<file path="src/rtl/pl_trap_ctrl.sv">
// Pipeline trap/interrupt sequencer: accepts one trap, interrupt or mret in IDLE
// and walks FLUSH -> SAVE -> REDIR (or RET) with fully registered control outputs.
module pl_trap_ctrl (
  input  logic        clk,
  input  logic        rst,
  input  logic        trap_ex_v,
  input  logic        trap_ex_is_intr,
  input  logic [3:0]  trap_ex_cause,
  input  logic [31:0] trap_ex_pc,
  input  logic        trap_id_v,
  input  logic [3:0]  trap_id_cause,
  input  logic [31:0] trap_id_pc,
  input  logic        irq_ext,
  input  logic [31:0] irq_pc,
  input  logic        mie,
  input  logic [31:0] mtvec,
  input  logic        mret_v,
  output logic        flush,
  output logic        stall,
  output logic        csr_we,
  output logic [31:0] mepc_out,
  output logic [31:0] mcause_out,
  output logic        redirect_v,
  output logic [31:0] redirect_pc,
  output logic        busy
);

  typedef enum logic [2:0] {IDLE, FLUSH, SAVE, REDIR, RET} state_t;

  typedef struct packed {
    logic [31:0] pc;
    logic [3:0]  cause;
    logic        intr;
  } trap_rec_t;

  state_t      state;
  trap_rec_t   lat;
  trap_rec_t   evt;
  logic        evt_trap;
  logic        evt_ret;
  logic [31:0] saved_epc;
  logic [31:0] vec_base;
  logic [31:0] vec_pc;
  logic [31:0] epc_al;

  // Priority select among the pending events; mret loses to any trap.
  always_comb begin
    evt      = '0;
    evt_trap = 1'b0;
    evt_ret  = 1'b0;
    if (trap_ex_v) begin
      evt_trap = 1'b1;
      evt      = '{pc: trap_ex_pc, cause: trap_ex_cause, intr: trap_ex_is_intr};
    end else if (trap_id_v) begin
      evt_trap = 1'b1;
      evt      = '{pc: trap_id_pc, cause: trap_id_cause, intr: 1'b0};
    end else if (irq_ext && mie) begin
      evt_trap = 1'b1;
      evt      = '{pc: irq_pc, cause: 4'd11, intr: 1'b1};
    end else if (mret_v) begin
      evt_ret  = 1'b1;
    end
  end

  assign epc_al   = {lat.pc[31:2], 2'b00};
  assign vec_base = {mtvec[31:2], 2'b00};
  // Vectored mode only offsets interrupts; the sum wraps at 32 bits.
  assign vec_pc   = (mtvec[1:0] == 2'b01 && lat.intr) ?
                    vec_base + {26'd0, lat.cause, 2'b00} : vec_base;

  always_ff @(posedge clk) begin
    if (rst) begin
      state       <= IDLE;
      lat         <= '0;
      saved_epc   <= '0;
      flush       <= 1'b0;
      stall       <= 1'b0;
      csr_we      <= 1'b0;
      redirect_v  <= 1'b0;
      busy        <= 1'b0;
      mepc_out    <= '0;
      mcause_out  <= '0;
      redirect_pc <= '0;
    end else begin
      flush      <= 1'b0;
      csr_we     <= 1'b0;
      redirect_v <= 1'b0;
      case (state)
        IDLE: begin
          if (evt_trap) begin
            state <= FLUSH;
            lat   <= evt;
            flush <= 1'b1;
            stall <= 1'b1;
            busy  <= 1'b1;
          end else if (evt_ret) begin
            state       <= RET;
            flush       <= 1'b1;
            redirect_v  <= 1'b1;
            redirect_pc <= saved_epc;
            stall       <= 1'b1;
            busy        <= 1'b1;
          end
        end
        FLUSH: begin
          state      <= SAVE;
          csr_we     <= 1'b1;
          mepc_out   <= epc_al;
          mcause_out <= {lat.intr, 27'd0, lat.cause};
          saved_epc  <= epc_al;
        end
        SAVE: begin
          state       <= REDIR;
          redirect_v  <= 1'b1;
          redirect_pc <= vec_pc;
        end
        default: begin
          state <= IDLE;
          stall <= 1'b0;
          busy  <= 1'b0;
        end
      endcase
    end
  end

endmodule

</file>
<file path="config.mk">
export PLATFORM = sky130hd
export DESIGN_NAME = pl_trap_ctrl
export DESIGN_NICKNAME = d
export VERILOG_FILES = /design/src/rtl/pl_trap_ctrl.sv
export SDC_FILE = /design/constraint.sdc
export NUM_CORES = 1
export LEC_CHECK = 0
export CAP_MARGIN = 20
export CELL_PAD_IN_SITES_DETAIL_PLACEMENT = 1
export CELL_PAD_IN_SITES_GLOBAL_PLACEMENT = 2
export CORE_MARGIN = 2
export CORE_UTILIZATION = 23
export DETAILED_ROUTE_END_ITERATION = 10
export GPL_TIMING_DRIVEN = 1
export HOLD_SLACK_MARGIN = 0.1
export PLACE_DENSITY_LB_ADDON = 0.1
export SYNTH_ARGS = -nofsm -noshare
export SYNTH_HDL_FRONTEND = slang
export SYNTH_SLANG_ARGS = --single-unit
</file>
<file path="constraint.sdc">
create_clock -name clk -period 3.1 [get_ports clk]
set_clock_uncertainty 0.15 [all_clocks]
set_input_delay 0.31 -clock clk [delete_from_list [all_inputs] [get_ports clk]]
set_output_delay 0.31 -clock clk [all_outputs]
set_load 0.1 [all_outputs]
</file>
==> summary.md, run 1 <==
| Metric | Value |
|---|---|
| Outcome | finished, final reports clean |
| Max stage delay on crit path | roughly 0.55 ns |
| CTS Buf Count | 9 |
| Starting DRT DRC Count | between 300 and 400 |
| RSZ-0062 raised after global routing | no |
| Max Root-Sink Buffers | 2 |
| WL final | 21200 µm |
| Gate Count Post-Synth | about 640 |
| Crit path time final | roughly 2.6 ns |
| Vias in the first global route | 5588 |
| Post-synth EDFFs | 0 |
| Register bit total from synthesis | 107 |
| FILL cells | between 2000 and 3000 |
| Routed len/inst | approximately 19 µm |
| Pwr Total | ~4.3 mW |
| Yosys cell types | 54 |
| Most common cell on crit path | or4_4 |
| Ports | 245 |
| Post-cts sizing count | 0 |
| YS warnings | 0 |
| Total number of vias | around 5500 |
| Main area contributors after synthesis | dfxtp_1 (40%), nand2_1 (7.0%), a21oi_1 (5.9%) |
| Total GRT Usage | between 10% and 20% |
| Fmax | between 300 and 400 MHz |
| Die Height | between 150 and 200 µm |
| DP Area | 7530 µm² |
| Chip Width | about 160 µm |
| Nets | ~980 |
| Yosys top cell area share | slightly below 40% |
| Syn Std Cell Area | ~5400 µm² |
| CTS tree | done |
| WS Path Type | input port to flop |
| Clk network pwr share | 28.8% |
| H-tree levels | 3 |
| Via-per-instance ratio | about 4.8 |
| Clk_lat worst skew | about 0.35 ns |
| Worst path arrival time | ~2.7 ns |
| PortBufs | 207 |
| Sequential area share after synthesis | 39.8% |
| Slowest-stage cell, CP | or4_4 |
| Leak Pwr | 2.91 nW |
| # Max-Cap Violations | 0 |
| Dpl hpwl | 16200 µm |
| Layout cells sized above 1 | ~15% |
| Floorplan Core Area | between 20000 and 25000 µm² |
| CP required | about 3.2 ns |
| Ant diodes | 0 |
| Dominant synthesized flop cell | dfxtp_1 |
| Hold EP | state[1]$_SDFFE_PP0N_ |
| R2r endpoint | redirect_pc[30]$_SDFFE_PP0P_ |
| Cell family with most CP delay | simple AND/OR/NAND/NOR gates |
| CTS root buf | clkbuf_16 |
| Critical path peak fanout | 12 |
| Largest net degree at the start of global routing | 66 |
| Row cnt | between 50 and 60 |
| DRT antenna net count | 0 |
| FF-to-FF path depth | 8 |
| Max-slew headroom | a little over two fifths |
| CP endpoint kind | flop |
| CP Launch Type | input port |
| Post-layout util | 34.6% |
| R2r setup slk | 0.52 ns |
| Max rail drop VDD | around 270 µV |
| Sw Pwr | around 1.7 mW |
| Hold path depth | 2 |
| Initial Util | 23.6% |
| Power Internal | around 2.7 mW |
| Min-delay src | rst |
| Post-CTS Setup Inserts | 0 |
| Synth area leader | dfxtp_1 |
| Die Area | about 25000 µm² |
| Avg Cell Area, Syn | 8.36 µm² |
| Area Growth Syn to Fin | 46.2% |
| Asr flop ratio synth | 0% |
| Combinational share of power | between 30% and 40% |
| Final hold vios | 0 |
| DRC viols | 0 |
| Drt first pass iters | 6 |
| Routability Congestion | 0.809 |
| Worst R2R Start | lat[1]$_SDFFE_PP0P_ |
| GR Overflow Total | 0 |
| Final slew viol count | 0 |
| Clock sink count | ~110 |
| Setup violations, final | 0 |
| Power Density | 549 nW/µm² |
| Finished Cell Area | 7870 µm² |
| Crit path cell chain | clkdlybuf4s50_1 -> ha_1 -> fa_1 -> and3_1 -> o21ai_0 -> buf_4 -> or4_4 -> or4_4 -> o211ai_2 |
| Period utilization | between 80 and 90% |
| Worst slew pin tran | about 0.86 ns |
| Switching share of power | a little under two fifths |
| Sequential fraction of design power | 37.3% |
| Most frequent cells after synthesis | dfxtp_1 (107), nand2_1 (101), a21oi_1 (63), clkbuf_1 (47), nor2_1 (44) |
| Setup TNS | 0 ns |
| Most common cell in the netlist | dfxtp_1 |
| Setup ws final | 0.495 ns |
| Min-Delay Path Class | input port to flop |
| First-pass GRT wire length | around 32000 µm |
| Clk slew on worst S/H paths | around 0.07 ns |
| CTS hold repair buffers | 0 |
| Initial antenna violation count | 0 |
| CP bufs+invs | 2 |
| Post-place setup slack | about 0.13 ns |
[how the worst max path moves through the flow]
stage | from | end | depth (start not counted)
finish | mtvec[2] | redirect_pc[30]$_SDFFE_PP0P_ | 9
global route | mtvec[2] | redirect_pc[30]$_SDFFE_PP0P_ | 9
CTS | mtvec[2] | redirect_pc[30]$_SDFFE_PP0P_ | 9
detailed placement | mtvec[2] | redirect_pc[30]$_SDFFE_PP0P_ | 9
global placement | mtvec[2] | redirect_pc[30]$_SDFFE_PP0P_ | 9
floorplan | mtvec[1] | redirect_pc[30]$_SDFFE_PP0P_ | 6
[flip-flops by register name (all words and copies together) (netlist names)]
name	cells
busy	1
csr_we	1
epc_al	30
flush	1
lat	5
mcause_out	5
mepc_out	30
redirect_pc	30
redirect_v	1
state	3
[power by group through the flow]
stage / clock network [mW] / logic, mW / registers (mW)
final: 1.25 / 1.46 / 1.61
after global placement: 0 / 1.45 / 1.64
after detailed placement: 0 / 1.47 / 1.65
after global routing: 1.35 / 1.55 / 1.63
after floorplan: 0 / 0.610 / 2.05
after CTS: 1.29 / 1.47 / 1.62
[cell usage in the layout, fill, tap and decap left out, types with 11 or more instances in the layout]
cell and n:
conb_1 31, nor3_1 11, clkdlybuf4s50_1 136, a211oi_1 36
buf_4 90, a222oi_1 30, dfxtp_1 107, nand2_1 101
a21oi_1 63, o22a_1 13, o221ai_1 17, xnor2_1 23
nor2_1 44
[final cells by class]
class / instances / area (µm²) / share of cell area [%]
clock buffer: 10 / 239 / 3.04
multi-input combinational: 473 / 2890 / 36.7
sequential: 107 / 2140 / 27.2
timing repair buffer: 229 / 2100 / 26.7
tap: 313 / 392 / 4.98
inverter: 8 / 30.0 / 0.381
clock inverter: 4 / 76.3 / 0.970
[worst reg2reg max path, cell delays in order (launching register included)]
cell and delay [ns]:
dfxtp_1 0.39, ha_1 0.21, fa_1 0.22, and3_1 0.19, o21ai_0 0.10, buf_4 0.20, or4_4 0.55, or4_4 0.43
o211ai_2 0.07
[metal layers]
metal  GRT usage (%)  vias to the layer above  share of wire [%]
met4            4.98                        0                1.3
met5               0                        -                  0
met1            23.6                     2615                 48
met3            3.08                       16                5.4
li1                -                     2711                  -
met2            26.5                      169                 46
[through the flow]
stage          cells  hold WS [ns]
2_1_floorplan    674         0.282
3_3_place_gp    1129         0.289
3_5_place_dp    1129         0.298
4_1_cts         1143         0.225
5_1_grt         1144         0.257
6_report        1144         0.231
[logic make-up after synthesis]
family	synth area share, %
other	0.0697
AOI/OAI and AO/OA	27.6
adders and majority gates	1.30
muxes	1.23
xor gates and xnor gates	3.74
and+or+nand+nor	17.4
buffers and inverters	8.85
DFF	39.8
Note: power is estimated with default switching activity, not from simulation.
==> run 2: changes to the inputs <==
==> constraint.sdc (replaced) <==
create_clock -name clk -period 2.5 [get_ports clk]
set_clock_uncertainty 0.15 [all_clocks]
set_input_delay 0.25 -clock clk [delete_from_list [all_inputs] [get_ports clk]]
set_output_delay 0.25 -clock clk [all_outputs]
set_load 0.1 [all_outputs]
==> run 2 against run 1 <==
Net effect: register-to-register slack worse by 0.42 ns; flip-flop and latch count unchanged; final cell count up 3.8%; power up 21%; critical path depth unchanged; sequential power up 24%; first-iteration DRC count up 26%; via count up 2.7%; die area unchanged; critical endpoint unchanged; largest power group unchanged.
==> summary.md, run 2 (synthesis gave the netlist of run 1 again) <==
| Metric | Value |
|---|---|
| Outcome | finished, final reports clean |
| Worst slew pin tran | 0.675 ns |
| Period utilization | a little over nine tenths |
| PortBufs | 207 |
| H-tree levels | 3 |
| # Max-Cap Violations | 0 |
| First-pass GRT wire length | 33000 µm |
| Row cnt | 55 |
| GR Overflow Total | 0 |
| Setup ws final | 0.0577 ns |
| Met3 usage | approximately 2.8% |
| CTS Buf Count | 9 |
| Largest net degree at the start of global routing | 66 |
| Finished Cell Area | just over 8000 µm² |
| Initial Util | 23.6% |
| DRC viols | 0 |
| Setup TNS | 0 ns |
| Post-CTS Setup Inserts | 0 |
| RSZ-0062 raised after global routing | no |
| Min-Delay Path Class | flop to flop |
| Chip Width | about 160 µm |
| WL final | approximately 22000 µm |
| WS Path Type | input port to flop |
| CTS tree | done |
| Routability Congestion | roughly 0.8 |
| Met2 Usage GRT | approximately a quarter |
| Routed len/inst | about 19 µm |
| Worst path arrival time | 2.58 ns |
| Initial antenna violation count | 0 |
| FILL cells | between 2000 and 3000 |
| Commonest non-fill, non-tap cell in the layout | clkdlybuf4s50_1 |
| Floorplan Core Area | 22800 µm² |
| Ports | approximately 250 |
| Clk slew on worst S/H paths | approximately 0.080 ns |
| Power Density | 643 nW/µm² |
| Post-layout util | a little over a third |
| Area Growth Syn to Fin | 51.5% |
| Post-place setup slack | -0.309 ns |
| Critical path peak fanout | 2 |
| CP required | 2.64 ns |
| Pwr Total | about 5.2 mW |
| DRT antenna net count | 0 |
| Leak Pwr | approximately 3 nW |
| Layout cells sized above 1 | 19.0% |
| Met1 GRT Util | between 20% and 30% |
| Vias in the first global route | between 5000 and 6000 |
| Ant diodes | 0 |
| Total GRT Usage | between 15 and 20% |
| Max-slew headroom | approximately 55% |
| Fmax | 409 MHz |
| Final slew viol count | 0 |
| Max rail drop VDD | around 280 µV |
| CP endpoint kind | flop |
| Finished Layout Cells | around 1200 |
| Drt first pass iters | 8 |
| Dpl hpwl | roughly 17000 µm |
| Fin Hold WS | 0.303 ns |
| Crit path time final | ~2.4 ns |
| CP Launch Type | input port |
| Commonest cells after routing, fill and taps aside | clkdlybuf4s50_1 (136), buf_4 (130), dfxtp_1 (106) |
| Clk_lat worst skew | 0.35 ns |
| DP Area | around 7900 µm² |
| Total number of vias | 5662 |
| Die Height | ~160 µm |
| Via-per-instance ratio | 4.77 |
| CTS root buf | clkbuf_16 |
| Setup violations, final | 0 |
| Starting DRT DRC Count | approximately 380 |
| GRT Max-Usage Layer | met2 |
| Placed cells | approximately 1200 |
| Final hold vios | 0 |
| Die Area | ~25000 µm² |
| Clock sink count | between 100 and 150 |
| Nets | 1019 |
| Max Root-Sink Buffers | 2 |
-- run 2: layout make-up --
| cell class | instances | area (µm²) | area share (%) |
|---|---|---|---|
| multi-input combinational | 473 | 2910 | 35.6 |
| clock buffer | 11 | 233 | 2.85 |
| timing repair buffer | 271 | 2430 | 29.8 |
| clock inverter | 4 | 28.8 | 0.353 |
| inverter | 8 | 30.0 | 0.368 |
| tap | 313 | 392 | 4.80 |
| sequential | 107 | 2140 | 26.3 |
-- run 2: routing by layer --
layer,share of wire (%),up-vias
li1,-,2782
met1,50,2699
met2,44,170
met3,4.9,11
met4,0.91,0
met5,0,-
-- run 2: report_power, final --
| group | leakage (nW) | switching [mW] | internal [mW] |
|---|---|---|---|
| sequential | 0.877 | 0.134 | 1.86 |
| clock | 0.122 | 0.675 | 0.674 |
| combinational | 2.08 | 1.30 | 0.599 |
| total | 3.08 | 2.11 | 3.13 |
-- run 2: worst paths after layout --
check / startpoint / end / slack (ns) / cells past startpoint
setup / recovery: mtvec[2] / redirect_pc[30]$_SDFFE_PP0P_ / 0.06 / 9
hold / removal: epc_al[19]$_SDFFE_PP0P_ / mepc_out[19]$_SDFFE_PP0P_ / 0.30 / 2
setup reg to reg: lat[1]$_SDFFE_PP0P_ / redirect_pc[30]$_SDFFE_PP0P_ / 0.10 / 8
hold reg to reg: epc_al[19]$_SDFFE_PP0P_ / mepc_out[19]$_SDFFE_PP0P_ / 0.30 / 2
-- run 2: timing repair --
| action | 4_1_cts | 5_1_grt |
|---|---|---|
| hold endpoints to repair | 2 | 0 |
| resized for setup | 0 | 4 |
| setup endpoints to repair | 0 | 3 |
| hold buffers | 1 | 0 |
-- run 2: critical path, cell delays in order --
cell	delay, ns
clkdlybuf4s50_1	0.53
ha_4	0.16
fa_2	0.20
and3_1	0.17
o21ai_0	0.09
buf_4	0.16
or4_4	0.52
or4_4	0.42
o211ai_2	0.07
